<file path="src/rtl/keypad_loader_pkg.sv">
// Shared definitions for the microwave keypad loader: FSM encoding and sizing constants.
package keypad_loader_pkg;

  typedef enum logic [1:0] {
    ST_IDLE = 2'd0,
    ST_LOAD = 2'd1,
    ST_RUN  = 2'd2
  } state_e;

  localparam int unsigned NUM_KEYS   = 10;
  localparam int unsigned NUM_DIGITS = 3;
  localparam int unsigned MAX_TENS   = 5;
  localparam int unsigned LOAD_BEATS = 6;
  localparam int unsigned BEAT_W     = $clog2(LOAD_BEATS);

  typedef logic [3:0] bcd_t;

  function automatic logic is_onehot(input logic [NUM_KEYS-1:0] v);
    return ($countones(v) == 1);
  endfunction

endpackage

</file>
<file path="src/rtl/keypad_loader_if.sv">
// Keypad/timer signal bundle between the loader and its environment.
interface keypad_loader_if;
  logic [9:0] keys;
  logic       start_key;
  logic       cancel_key;
  logic       timer_done;
  logic [3:0] digit;
  logic       loadn;
  logic       count_enable;
  logic [3:0] entry_min;
  logic [3:0] entry_tens;
  logic [3:0] entry_secs;
  logic       error;

  modport master (
    output keys, start_key, cancel_key, timer_done,
    input  digit, loadn, count_enable, entry_min, entry_tens, entry_secs, error
  );

  modport slave (
    input  keys, start_key, cancel_key, timer_done,
    output digit, loadn, count_enable, entry_min, entry_tens, entry_secs, error
  );
endinterface

</file>
<file path="src/rtl/keypad_loader_key_encoder.sv">
// One-hot keypad to BCD encoder; a press is valid only when exactly one key
// rises out of an all-released keypad.
module key_encoder
  import keypad_loader_pkg::*;
(
  input  logic                clk_i,
  input  logic                rst_i,
  input  logic [NUM_KEYS-1:0] keys_i,
  output logic                key_valid_o,
  output bcd_t                key_bcd_o
);

  logic [NUM_KEYS-1:0] keys_prev_q;

  always_ff @(posedge clk_i) begin
    if (rst_i) begin
      keys_prev_q <= '0;
    end else begin
      keys_prev_q <= keys_i;
    end
  end

  always_comb begin
    key_bcd_o = '0;
    for (int unsigned i = 0; i < NUM_KEYS; i++) begin
      if (keys_i[i]) begin
        key_bcd_o = 4'(i);
      end
    end
  end

  assign key_valid_o = is_onehot(keys_i) && (keys_prev_q == '0);

endmodule

</file>
<file path="src/rtl/keypad_loader.sv">
// Keypad entry buffer and timer loader: collects three BCD digits, then
// strobes them into the countdown timer and enables counting.
module keypad_loader
  import keypad_loader_pkg::*;
(
  input  logic            CLK,
  input  logic            clear,
  keypad_loader_if.slave  kp
);

  state_e                        state_q, state_d;
  logic [BEAT_W-1:0]             beat_q, beat_d;
  logic [NUM_DIGITS-1:0][3:0]    entry_q, entry_d;
  logic                          error_q, error_d;
  logic                          start_prev_q, cancel_prev_q;

  logic       key_valid;
  bcd_t       key_bcd;
  logic       start_edge, cancel_edge;
  bcd_t       digit_c;
  logic       loadn_c, count_en_c;

  key_encoder u_key_encoder (
    .clk_i       (CLK),
    .rst_i       (clear),
    .keys_i      (kp.keys),
    .key_valid_o (key_valid),
    .key_bcd_o   (key_bcd)
  );

  assign start_edge  = kp.start_key  & ~start_prev_q;
  assign cancel_edge = kp.cancel_key & ~cancel_prev_q;

  always_ff @(posedge CLK) begin
    if (clear) begin
      state_q       <= ST_IDLE;
      beat_q        <= '0;
      entry_q       <= '0;
      error_q       <= 1'b0;
      start_prev_q  <= 1'b0;
      cancel_prev_q <= 1'b0;
    end else begin
      state_q       <= state_d;
      beat_q        <= beat_d;
      entry_q       <= entry_d;
      error_q       <= error_d;
      start_prev_q  <= kp.start_key;
      cancel_prev_q <= kp.cancel_key;
    end
  end

  always_comb begin
    state_d    = state_q;
    beat_d     = beat_q;
    entry_d    = entry_q;
    error_d    = 1'b0;
    digit_c    = '0;
    loadn_c    = 1'b1;
    count_en_c = 1'b0;

    unique case (state_q)
      ST_IDLE: begin
        beat_d = '0;
        // Cancel outranks start when both rise together.
        if (cancel_edge) begin
          entry_d = '0;
        end else if (start_edge) begin
          if ((entry_q[1] > 4'(MAX_TENS)) || (entry_q == '0)) begin
            error_d = 1'b1;
          end else begin
            state_d = ST_LOAD;
          end
        end else if (key_valid) begin
          entry_d = {entry_q[NUM_DIGITS-2:0], key_bcd};
        end
      end

      ST_LOAD: begin
        // Each digit is held for a beat pair; the strobe sits on the even beat.
        digit_c = entry_q[2'(NUM_DIGITS-1) - beat_q[2:1]];
        loadn_c = beat_q[0];
        if (cancel_edge) begin
          state_d = ST_IDLE;
          beat_d  = '0;
          entry_d = '0;
        end else if (beat_q == BEAT_W'(LOAD_BEATS-1)) begin
          state_d = ST_RUN;
          beat_d  = '0;
        end else begin
          beat_d = beat_q + 1'b1;
        end
      end

      ST_RUN: begin
        count_en_c = 1'b1;
        if (cancel_edge || kp.timer_done) begin
          state_d = ST_IDLE;
          entry_d = '0;
        end
      end

      default: begin
        state_d = ST_IDLE;
        beat_d  = '0;
      end
    endcase
  end

  assign kp.digit        = digit_c;
  assign kp.loadn        = loadn_c;
  assign kp.count_enable = count_en_c;
  assign kp.entry_min    = entry_q[2];
  assign kp.entry_tens   = entry_q[1];
  assign kp.entry_secs   = entry_q[0];
  assign kp.error        = error_q;

endmodule
</file>
<file path="src/flat_wrapper.sv">
// flat-port wrapper written by rule: the top's interface ports become plain ports
module keypad_loader_flat import keypad_loader_pkg::*;
  (CLK, clear, kp_keys, kp_start_key, kp_cancel_key, kp_timer_done, kp_digit, kp_loadn, kp_count_enable, kp_entry_min, kp_entry_tens, kp_entry_secs, kp_error);
  keypad_loader_if kp_i ();
  input  logic CLK;
  input  logic clear;
  input wire logic [$bits(kp_i.keys)-1:0] kp_keys;
  input wire logic [$bits(kp_i.start_key)-1:0] kp_start_key;
  input wire logic [$bits(kp_i.cancel_key)-1:0] kp_cancel_key;
  input wire logic [$bits(kp_i.timer_done)-1:0] kp_timer_done;
  output wire logic [$bits(kp_i.digit)-1:0] kp_digit;
  output wire logic [$bits(kp_i.loadn)-1:0] kp_loadn;
  output wire logic [$bits(kp_i.count_enable)-1:0] kp_count_enable;
  output wire logic [$bits(kp_i.entry_min)-1:0] kp_entry_min;
  output wire logic [$bits(kp_i.entry_tens)-1:0] kp_entry_tens;
  output wire logic [$bits(kp_i.entry_secs)-1:0] kp_entry_secs;
  output wire logic [$bits(kp_i.error)-1:0] kp_error;
  assign kp_i.keys = kp_keys;
  assign kp_i.start_key = kp_start_key;
  assign kp_i.cancel_key = kp_cancel_key;
  assign kp_i.timer_done = kp_timer_done;
  assign kp_digit = kp_i.digit;
  assign kp_loadn = kp_i.loadn;
  assign kp_count_enable = kp_i.count_enable;
  assign kp_entry_min = kp_i.entry_min;
  assign kp_entry_tens = kp_i.entry_tens;
  assign kp_entry_secs = kp_i.entry_secs;
  assign kp_error = kp_i.error;
  keypad_loader u_core (.CLK(CLK), .clear(clear), .kp(kp_i));
endmodule
</file>
<file path="config.mk">
export PLATFORM = sky130hd
export DESIGN_NAME = keypad_loader_flat
export DESIGN_NICKNAME = d
export VERILOG_FILES = /design/src/rtl/keypad_loader_pkg.sv /design/src/rtl/keypad_loader_if.sv /design/src/rtl/keypad_loader_key_encoder.sv /design/src/rtl/keypad_loader.sv /design/src/flat_wrapper.sv
export SDC_FILE = /design/constraint.sdc
export NUM_CORES = 1
export LEC_CHECK = 0
export BUFFER_PORTS_ARGS = -buffer_cell sky130_fd_sc_hd__buf_4
export CAP_MARGIN = 10
export CORE_MARGIN = 2
export CORE_UTILIZATION = 57
export CTS_BUF_LIST = sky130_fd_sc_hd__clkbuf_8
export DETAILED_ROUTE_END_ITERATION = 6
export HOLD_SLACK_MARGIN = 0.06
export PLACE_DENSITY = 0.84
export SYNTH_ARGS = -nofsm -noshare
export SYNTH_HDL_FRONTEND = slang
export SYNTH_HIERARCHICAL = 1
export SYNTH_SLANG_ARGS = --single-unit
</file>
<file path="constraint.sdc">
create_clock -name CLK -period 5.8 [get_ports CLK]
set_input_delay 0.87 -clock CLK [delete_from_list [all_inputs] [get_ports CLK]]
set_output_delay 0.87 -clock CLK [all_outputs]
set_load 0.02 [all_outputs]
</file>
== Word-level counts from Yosys, hierarchy flattened ==
Index checks and enable logic that the tools add are counted.

* Register bits after elaboration: 30
* RAM bits: 0
* Bits in latches: 0
* Logic and storage cells: 81
* Memories kept: 0
* ROM bits: 0
* Input port bits: 15
* Output and inout bits: 19

* Bitwise logic cells: 6
* Shift operators: 0
* Reductions and logical operators: 10
* Eq/ne operators: 12
* Add/sub/neg operators: 11
* Mux-type cells: 31
* Div/mod/pow operators: 0
* Multipliers: 0
* Magnitude comparators: 2

{| class="wikitable"
|+ Operator list
! operator !! count
|-
| two-way mux 12 bit || 5
|-
| two-way mux 4 bit || 10
|-
| one-hot mux 12 bit (3 select lines) || 1
|-
| zero test 12 bit || 1
|-
| two-way mux 2 bit || 6
|-
| adder 1 x 1 -> 2 bit || 5
|-
| zero test 10 bit || 1
|-
| AND reduction 5 bit || 2
|-
| binary-select mux 4 bit (select 2 bit) || 1
|-
| adder 2 x 2 -> 3 bit || 2
|-
| two-way mux 3 bit || 2
|-
| inequality test 2 x 1 -> 1 bit, second input constant || 3
|-
| inequality test 3 x 1 -> 1 bit, second input constant || 2
|-
| one-hot mux 2 bit (3 select lines) || 1
|-
| one-hot mux 3 bit (2 select lines) || 1
|-
| adder 4 x 2 -> 5 bit || 1
|-
| == test 5 x 1 -> 1 bit, second input constant || 1
|-
| adder 3 x 3 -> 4 bit || 1
|-
| greater-than comparator 4 x 3 -> 1 bit, second input constant || 1
|-
| two-way mux 1 bit || 4
|-
| inequality test 2 bit, second input constant || 2
|-
| inverter 1 bit || 4
|-
| OR reduction 4 bit || 1
|-
| adder 3 x 1 -> 3 bit, second input constant || 1
|-
| other kinds (11) || 13
|}

== Longest topological paths before layout ==
Gate-level depths: netlist of run 1.

* Depth in word-level cells: 13
* Depth in mapped cells: 16
* Mapped depth without buffers: 15

== Cells and area by module ==
The synthesis of run 1 kept the hierarchy.

{| class="wikitable"
|+ Modules (own cells, without submodules)
! module !! cells each !! area an instance (um^2) !! seq. area each (um^2) !! times used
|-
| keypad_loader || 135 || 1,198.6 || 400.4 || 1
|-
| key_encoder || 57 || 554.3 || 200.2 || 1
|}

== Least setup slack after synthesis of run 1 ==
Ideal clock, no wire load.

* Path kind: input to register
* From: input kp_keys[0]
* To: register u_core.entry_q (netlist bit u_core/kp.entry_min[0])
* Path buffers: 1
* Stages on the path: 16
* Setup time: 0.119 ns
* Arrival time: 4.200 ns
* Setup slack: 1.480 ns
* Data required time: 5.681 ns
* Cells stage by stage: fa_1 fa_1 inv_1 fa_1 inv_1 ha_1 inv_1 fa_1 nor4b_1 nand3_1 nor2_1 nor2b_4 o31a_4 buf_6 o21ai_1 a21oi_1

* Cells in the longest elaborated chain, start to end: 8

{| class="wikitable"
|+ RTL lines
! item !! RTL line !! text
|-
| from (decl) || flat_wrapper.sv:7 || <nowiki>input wire logic [$bits(kp_i.keys)-1:0] kp_keys;</nowiki>
|-
| adder 1 x 1 -> 2 bit (implied by the code) || keypad_loader_pkg.sv:19 || <nowiki>return ($countones(v) == 1);</nowiki>
|-
| adder 2 x 2 -> 3 bit (implied by the code) || keypad_loader_pkg.sv:19 ||
|-
| adder 3 x 3 -> 4 bit (implied by the code) || keypad_loader_pkg.sv:19 ||
|-
| adder 4 x 2 -> 5 bit (implied by the code) || keypad_loader_pkg.sv:19 ||
|-
| == test 5 x 1 -> 1 bit || keypad_loader_pkg.sv:19 ||
|-
| logical AND 1 bit || keypad_loader_key_encoder.sv:32 || <nowiki>assign key_valid_o = is_onehot(keys_i) && (keys_prev_q == '0);</nowiki>
|-
| named net u_core.key_valid || keypad_loader.sv:17 || <nowiki>logic key_valid;</nowiki>
|-
| inequality test 3 x 1 -> 1 bit (no line) || -- ||
|-
| AND reduction 5 bit (no line) || -- ||
|-
| to (signal assigned) || keypad_loader.sv:45 || <nowiki>entry_q <= entry_d;</nowiki>
|-
| to (decl) || keypad_loader.sv:13 || <nowiki>logic [NUM_DIGITS-1:0][3:0] entry_q, entry_d;</nowiki>
|}

The timed path passes the listed nets, and every way through them passes these cells.
A chain may end at the register's enable or synchronous reset.

== Worst setup path after layout of run 1 ==
* From: input kp_keys[0]
* To: register u_core.entry_q (netlist bit u_core/kp.entry_min[2])

Same word-level chain as after synthesis.

==> flow_summary.json, run 1 <==
{
  "finish.cell_count_without_fillers": 254,
  "n_antenna_cell": 0,
  "floorplan.io_pins": 34,
  "seq_area_sq_um": 601,
  "detailed_place.area_sq_um": 1950,
  "final_common_cell": "sky130_fd_sc_hd__buf_4",
  "period_needed_ps": 4450,
  "setup_repair_after_global_routing_missed_its_margin": "no",
  "mostFrequentLayoutCells": "sky130_fd_sc_hd__buf_4, sky130_fd_sc_hd__dfxtp_1, sky130_fd_sc_hd__a21oi_1, sky130_fd_sc_hd__inv_1, sky130_fd_sc_hd__nand4_1",
  "cellLeakagePower_nw": 0.829,
  "maxCapViolations": 0,
  "synth_enable_flop_cells": 0,
  "hold_slack_ps": 521,
  "max-slew-margin-rel_pct": 48.6,
  "cpMostUsedCell": "sky130_fd_sc_hd__fa_1",
  "globalRouteOverflowTotal": 0,
  "clock_sinks": 30,
  "mappedNetlistArea_sq_um": 1750,
  "grt_max_degree": 32,
  "syn_avg_cell_area_sq_um": 9.13,
  "dr.first_iter.drc_count": 95,
  "fillCellCount": 258,
  "worst_slew_pin_slew_ps": 769,
  "postLayoutSetupSlackWorst_ps": 1350,
  "clock_tree_buffer_depth": 2,
  "fmax_mhz": 225,
  "cts.clk_slew.worst_paths_ps": 60,
  "port-buffer-count": 33,
  "run_status": "finished clean",
  "vdd_ir_drop_max_mv": 0.188,
  "drt_wirelength_um": 3780,
  "timing.final.crit_share_pct": 76.7,
  "gr-usage-all-layers_pct": 25.2,
  "cts_root_buffer": "sky130_fd_sc_hd__clkbuf_8",
  "cts_htree_levels": 2,
  "dominantRegCellSynth": "sky130_fd_sc_hd__dfxtp_1",
  "cp_num_buf_inv": 4,
  "initial_utilization_pct": 58.9,
  "timing_max_transition_violations_final": 0,
  "cp-end-kind": "flop",
  "post_cts.repair.setup_buffers": 0,
  "die_width_um": 59.5,
  "gpl.final_weighted_congestion": 0.798,
  "power-per-cell-area_nw_per_um2": 241,
  "ys_warn_count": 6,
  "global_route_wire_length_before_repair_um": 6650,
  "postSynthNetCount": 219,
  "cts_buffers": 5,
  "clock_tree_from_tritoncts": "done",
  "insertion_delay_ps": 270,
  "critical-path-top-delay-family": "adder cells",
  "post-dp-hpwl_um": 2750,
  "timing.hold.worst.class": "reg -> reg",
  "postCtsHoldBufs": 0,
  "synth_sequential_area_ratio_pct": 34.3,
  "place_inst": 247,
  "initial_antenna_violation_count": 0,
  "die_y_um": 59.5,
  "row_count": 20,
  "critPathMaxStageDelay_ps": 520,
  "avgRoutedWirePerCell_um": 14.9,
  "launching_element_type_of_the_critical_path": "input pin",
  "gates_resized_cts_repair": 0,
  "final_antenna_net_count": 0,
  "drt_drc_violations_left": 0,
  "drt_first_pass_iters": 5,
  "cp_slowest_cell": "sky130_fd_sc_hd__fa_1",
  "grt_pass1_vias": 1457,
  "synth.lib_cells_used.distinct": 41,
  "design.die.area_sq_um": 3530,
  "fp.coreArea_sq_um": 2980,
  "syn_to_final_growth_pct": 15.7,
  "finalSetupTns_ps": 0,
  "timing.setup.critical_path_class": "in -> reg",
  "route.detailed.vias_per_inst": 5.78,
  "dp_slack_ps": 1080,
  "fraction_of_final_layout_cells_with_drive_strength_greater_than_1_pct": 21.7,
  "finClkSkew_ps": 1.34,
  "finalNetCount": 248,
  "critPathArrivalTime_ps": 4650,
  "final_design_area_no_fill_sq_um": 2030,
  "finalHoldViolations": 0,
  "area_taken_by_multi_input_logic_gates_sq_um": 1010,
  "timing.critical_path.fanout_max": 12,
  "finalSetupViolCount": 0,
  "yosys_register_bits": 30,
  "gate_count_post_synth": 192,
  "vias": 1469,
  "crit_chain": "buf_4 -> fa_1 -> fa_1 -> inv_1 -> fa_1 -> inv_1 -> ha_1 -> inv_1 -> fa_1 -> a2111oi_2 -> a21oi_1 -> nor2_1 -> nor2b_4 -> o31ai_4 -> nand4_1 -> a21oi_1",
  "postSynth.asyncResetShare_pct": 0,
  "data_required_time_at_the_worst_endpoint_ps": 6000
}
[routing by layer]
| metal | global-route usage [%] | vias up | share of wire, % | wire length [um] |
|---|---|---|---|---|
| li1 | - | 736 | - | - |
| met1 | 33.8 | 688 | 48 | 1820 |
| met2 | 38.6 | 41 | 45 | 1710 |
| met3 | 7.42 | 4 | 5.3 | 201 |
| met4 | 8.44 | 0 | 1.2 | 46 |
| met5 | 0 | - | 0 | 0 |
[metrics by stage]
step	utilization [%]	total power, mW
6_report	68.1	0.488
2_1_floorplan	-	0.315
4_1_cts	68.1	0.493
5_1_grt	68.1	0.519
3_5_place_dp	65.5	0.344
3_3_place_gp	65.5	0.339
[state kept, by name, summed over array words and instances, names as in the netlist]
name,cells
u_core/kp.error,1
u_core/cancel_prev_q,1
u_core/u_key_encoder/keys_prev_q,10
u_core/kp.entry_min,4
u_core/start_prev_q,1
u_core/kp.entry_tens,4
u_core/state_q,2
u_core/beat_q,3
u_core/kp.entry_secs,4
[power by group]
| part | total (mW) | internal [mW] | switching, mW |
|---|---|---|---|
| sequential | 0.220 | 0.214 | 0.00557 |
| combinational | 0.120 | 0.0517 | 0.0678 |
| clock | 0.149 | 0.0788 | 0.0702 |
| total | 0.488 | 0.345 | 0.144 |
[synthesized netlist by cell type (5+ instances only)]
master / number / area share, %
sky130_fd_sc_hd__a21oi_1: 18 / 5.1
sky130_fd_sc_hd__and2_1: 5 / 1.8
sky130_fd_sc_hd__buf_6: 5 / 3.2
sky130_fd_sc_hd__dfxtp_1: 30 / 34
sky130_fd_sc_hd__fa_1: 6 / 6.9
sky130_fd_sc_hd__ha_1: 6 / 4.3
sky130_fd_sc_hd__inv_1: 15 / 3.2
sky130_fd_sc_hd__mux2i_1: 5 / 2.9
sky130_fd_sc_hd__nand2_1: 6 / 1.3
sky130_fd_sc_hd__nand2b_1: 5 / 1.8
sky130_fd_sc_hd__nand4_1: 16 / 5.7
sky130_fd_sc_hd__nor2_1: 11 / 2.4
sky130_fd_sc_hd__nor2b_1: 10 / 3.6
sky130_fd_sc_hd__o21ai_0: 7 / 2.0
sky130_fd_sc_hd__o21ai_1: 10 / 2.9
[worst register-to-register path: stages, from the launching register on]
cell	delay (ps)
sky130_fd_sc_hd__dfxtp_1	300
sky130_fd_sc_hd__nor4_1	430
sky130_fd_sc_hd__nand3_1	120
sky130_fd_sc_hd__nor2_1	210
sky130_fd_sc_hd__nor2b_4	70
sky130_fd_sc_hd__o31ai_4	450
sky130_fd_sc_hd__nand4_1	160
sky130_fd_sc_hd__a21oi_1	180
[cells by family after synthesis]
family	share of synthesized area [%]
buf+inv	8.35
compound gates	18.2
flops	34.3
fa+ha+maj	11.1
mux	3.50
simple gates	24.6
[path summary, 6_finish.rpt]
check                                       from                endpoint  slack, ps  cells past startpoint
max                                   kp_keys[0]  u_core/kp.entry_min[2]       1350                     16
min                       u_core/kp.entry_min[3]  u_core/kp.entry_min[3]        520                      2
max reg2reg  u_core/u_key_encoder/keys_prev_q[7]  u_core/kp.entry_min[2]       3800                      7
min reg2reg               u_core/kp.entry_min[3]  u_core/kp.entry_min[3]        520                      2
[layout make-up]
cell class,instances,area share (%)
clock buffers,5,3.39
clock inverters,2,0.370
flip-flops and latches,30,29.6
multi-input cells,136,49.6
repair buffers,33,12.2
inverters,15,2.78
well taps,33,2.04
Power figures use the tool's default switching activity.
==> run 2: changes to the inputs <==
--- a/config.mk
+++ b/config.mk
@@ -8,11 +8,11 @@
 export BUFFER_PORTS_ARGS = -buffer_cell sky130_fd_sc_hd__buf_4
 export CAP_MARGIN = 10
 export CORE_MARGIN = 2
-export CORE_UTILIZATION = 57
+export CORE_UTILIZATION = 51
 export CTS_BUF_LIST = sky130_fd_sc_hd__clkbuf_8
 export DETAILED_ROUTE_END_ITERATION = 6
 export HOLD_SLACK_MARGIN = 0.06
-export PLACE_DENSITY = 0.84
+export PLACE_DENSITY = 0.79
 export SYNTH_ARGS = -nofsm -noshare
 export SYNTH_HDL_FRONTEND = slang
 export SYNTH_HIERARCHICAL = 1
==> constraint.sdc (replaced) <==
create_clock -name CLK -period 3.7 [get_ports CLK]
set_input_delay 0.555 -clock CLK [delete_from_list [all_inputs] [get_ports CLK]]
set_output_delay 0.555 -clock CLK [all_outputs]
set_load 0.02 [all_outputs]
==> run 2 against run 1 <==
Net effect: worst hold slack got worse by 38 ps; cell area is 7.8% higher; highest routed layer unchanged; sequential power increased by 57%; the flow now finishes with violations (negative setup slack); sequential cell count stayed put; setup slack lost 1500 ps; cell count rose by 9.1%.
==> flow_summary.json, run 2 (synthesis results as in run 1) <==
{
  "fp.coreArea_sq_um": 3310,
  "worstSetupStartpoint": "kp_keys[0]",
  "final_antenna_net_count": 0,
  "avgRoutedWirePerCell_um": 14.7,
  "failed_checks": "negative setup slack",
  "cts_buffers": 5,
  "final_design_area_no_fill_sq_um": 2190,
  "timing.hold.worst.class": "in -> reg",
  "final_common_cell": "sky130_fd_sc_hd__buf_4",
  "dr.first_iter.drc_count": 145,
  "fraction_of_final_layout_cells_with_drive_strength_greater_than_1_pct": 29.4,
  "port-buffer-count": 33,
  "cpMostUsedCell": "sky130_fd_sc_hd__fa_1",
  "finish.cell_count_without_fillers": 277,
  "post-dp-hpwl_um": 2890,
  "syn_to_final_growth_pct": 24.7,
  "finalNetCount": 257,
  "power.total_mw": 0.844,
  "fillCellCount": 284,
  "cp_slowest_cell": "sky130_fd_sc_hd__fa_1",
  "largest_register_ffs": 10,
  "finClkSkew_ps": 3.25,
  "cts_htree_levels": 2,
  "timing.setup.critical_path_class": "in -> reg",
  "vias": 1571,
  "critPathArrivalTime_ps": 4110,
  "timing.final.crit_share_pct": 105,
  "initial_antenna_violation_count": 0,
  "fmax_mhz": 257,
  "route.detailed.vias_per_inst": 5.67,
  "seq_area_sq_um": 601,
  "timing_max_transition_violations_final": 0,
  "maxCapViolations": 0,
  "crit_chain": "buf_6 -> fa_1 -> fa_1 -> inv_1 -> fa_1 -> inv_1 -> ha_2 -> inv_2 -> fa_2 -> nor4b_4 -> nand3_1 -> nor2_2 -> nor2b_4 -> o31ai_4 -> buf_6 -> nand4_1 -> a21oi_1",
  "clock_sinks": 30,
  "floorplan.io_pins": 34,
  "vdd_ir_drop_max_mv": 0.231,
  "data_required_time_at_the_worst_endpoint_ps": 3920,
  "design.die.area_sq_um": 3920,
  "critPathMaxStageDelay_ps": 510,
  "place_inst": 268,
  "cellLeakagePower_nw": 0.883,
  "drt_wirelength_um": 4080,
  "setup_repair_after_global_routing_missed_its_margin": "yes",
  "clock_tree_from_tritoncts": "done",
  "reg2reg_depth": 8,
  "die_width_um": 62.6,
  "drt_drc_violations_left": 0,
  "globalRouteOverflowTotal": 0,
  "finalSetupViolCount": 12,
  "gpl.final_weighted_congestion": 0.824,
  "area_taken_by_multi_input_logic_gates_sq_um": 1050,
  "startpoint_of_the_lowest_slack_register_to_register_path": "u_core/u_key_encoder/keys_prev_q[1]",
  "grt_max_degree": 32,
  "die_y_um": 62.6,
  "drt_first_pass_iters": 4,
  "launching_element_type_of_the_critical_path": "input pin",
  "worst_slew_pin_slew_ps": 754,
  "gr-usage-all-layers_pct": 22.8,
  "cp-end-kind": "flop",
  "n_antenna_cell": 0,
  "finalHoldViolations": 0,
  "mostFrequentLayoutCells": "sky130_fd_sc_hd__buf_4, sky130_fd_sc_hd__dfxtp_1, sky130_fd_sc_hd__a21oi_1, sky130_fd_sc_hd__nand4_1, sky130_fd_sc_hd__inv_1",
  "detailed_place.area_sq_um": 2040,
  "period_needed_ps": 3890,
  "clock_tree_buffer_depth": 2,
  "cts_root_buffer": "sky130_fd_sc_hd__clkbuf_8",
  "row_count": 21,
  "run_status": "finished, violations left",
  "max-slew-margin-rel_pct": 49.5,
  "initial_utilization_pct": 52.9,
  "postLayoutSetupSlackWorst_ps": -192,
  "insertion_delay_ps": 290,
  "worst_setup_path_endpoint": "u_core/kp.entry_min[0]",
  "timing.reg2reg.setup_slack_ps": 1900,
  "power-per-cell-area_nw_per_um2": 386,
  "cts.clk_slew.worst_paths_ps": 70,
  "worstReg2RegEnd": "u_core/kp.entry_min[0]",
  "global_route_wire_length_before_repair_um": 6960,
  "max_flop_register": "u_core/u_key_encoder/keys_prev_q",
  "timing.critical_path.fanout_max": 7,
  "grt_pass1_vias": 1478,
  "final_util_pct": 66.0
}
run 2: cell types whose count changed in the layout (fill, tap and decap cells not counted), sizes merged:
cell      previous run  this run
buf                 33        41
clkbuf               5         6
clkinv               0         1
clkinvlp             0         1
inv                 17        15
o31a                 1         2
run 2: worst min-delay path by stage:
stage | to | depth (start not counted) | startpoint
2_1_floorplan | u_core/state_q[1] | 2 | u_core/state_q[1]
3_3_place_gp | u_core/state_q[1] | 2 | u_core/state_q[1]
3_5_place_dp | u_core/kp.entry_min[1] | 2 | u_core/kp.entry_min[1]
4_1_cts | u_core/u_key_encoder/keys_prev_q[0] | 2 | kp_keys[0]
5_1_grt | u_core/start_prev_q | 2 | kp_start_key
6_report | u_core/u_key_encoder/keys_prev_q[0] | 2 | kp_keys[0]
run 2: per-layer routing:
layer	share of wire [%]	wire length, um	global-route usage (%)
met3	7.0	286	6.67
met2	48	1970	35.9
met5	0	0	0
met1	43	1740	28.4
met4	2.2	89	11.9
run 2: report_power, final:
group	total, mW	switching (mW)	leakage (nW)	internal, mW
clock	0.278	0.129	0.0472	0.149
combinational	0.221	0.117	0.591	0.104
sequential	0.345	0.00989	0.246	0.335
total	0.844	0.256	0.883	0.589
run 2: final cells by class:
type	count	share of cell area [%]
timing repair buffer	41	14.9
tap	46	2.63
clock buffer	6	3.78
clock inverter	2	0.572
multi-input combinational	137	48.0
inverter	15	2.58
sequential	30	27.5
run 2: timing repair:
item                       CTS  global route
cloned                       1             0
resized for setup            9             2
buffers inserted             0             0
pin swaps                   11             3
setup endpoints to repair   12            12
hold buffers                 0             0
run 2: critical path: cells and delay by family:
| kind | cells | cell delay [ps] |
|---|---|---|
| buffers and inverters | 5 | 430 |
| adders and majority gates | 5 | 2120 |
| and+or+nand+nor | 5 | 640 |
| AOI/OAI and AO/OA | 2 | 370 |
run 2: per-stage QoR:
step	setup WS, ps	hold WS [ps]	TNS, ps
after floorplan	-256	484	-2900
after global placement	-402	508	-4660
after detailed placement	-496	506	-5570
after CTS	-176	481	-1850
after global routing	-386	502	-4020
final	-192	483	-2110
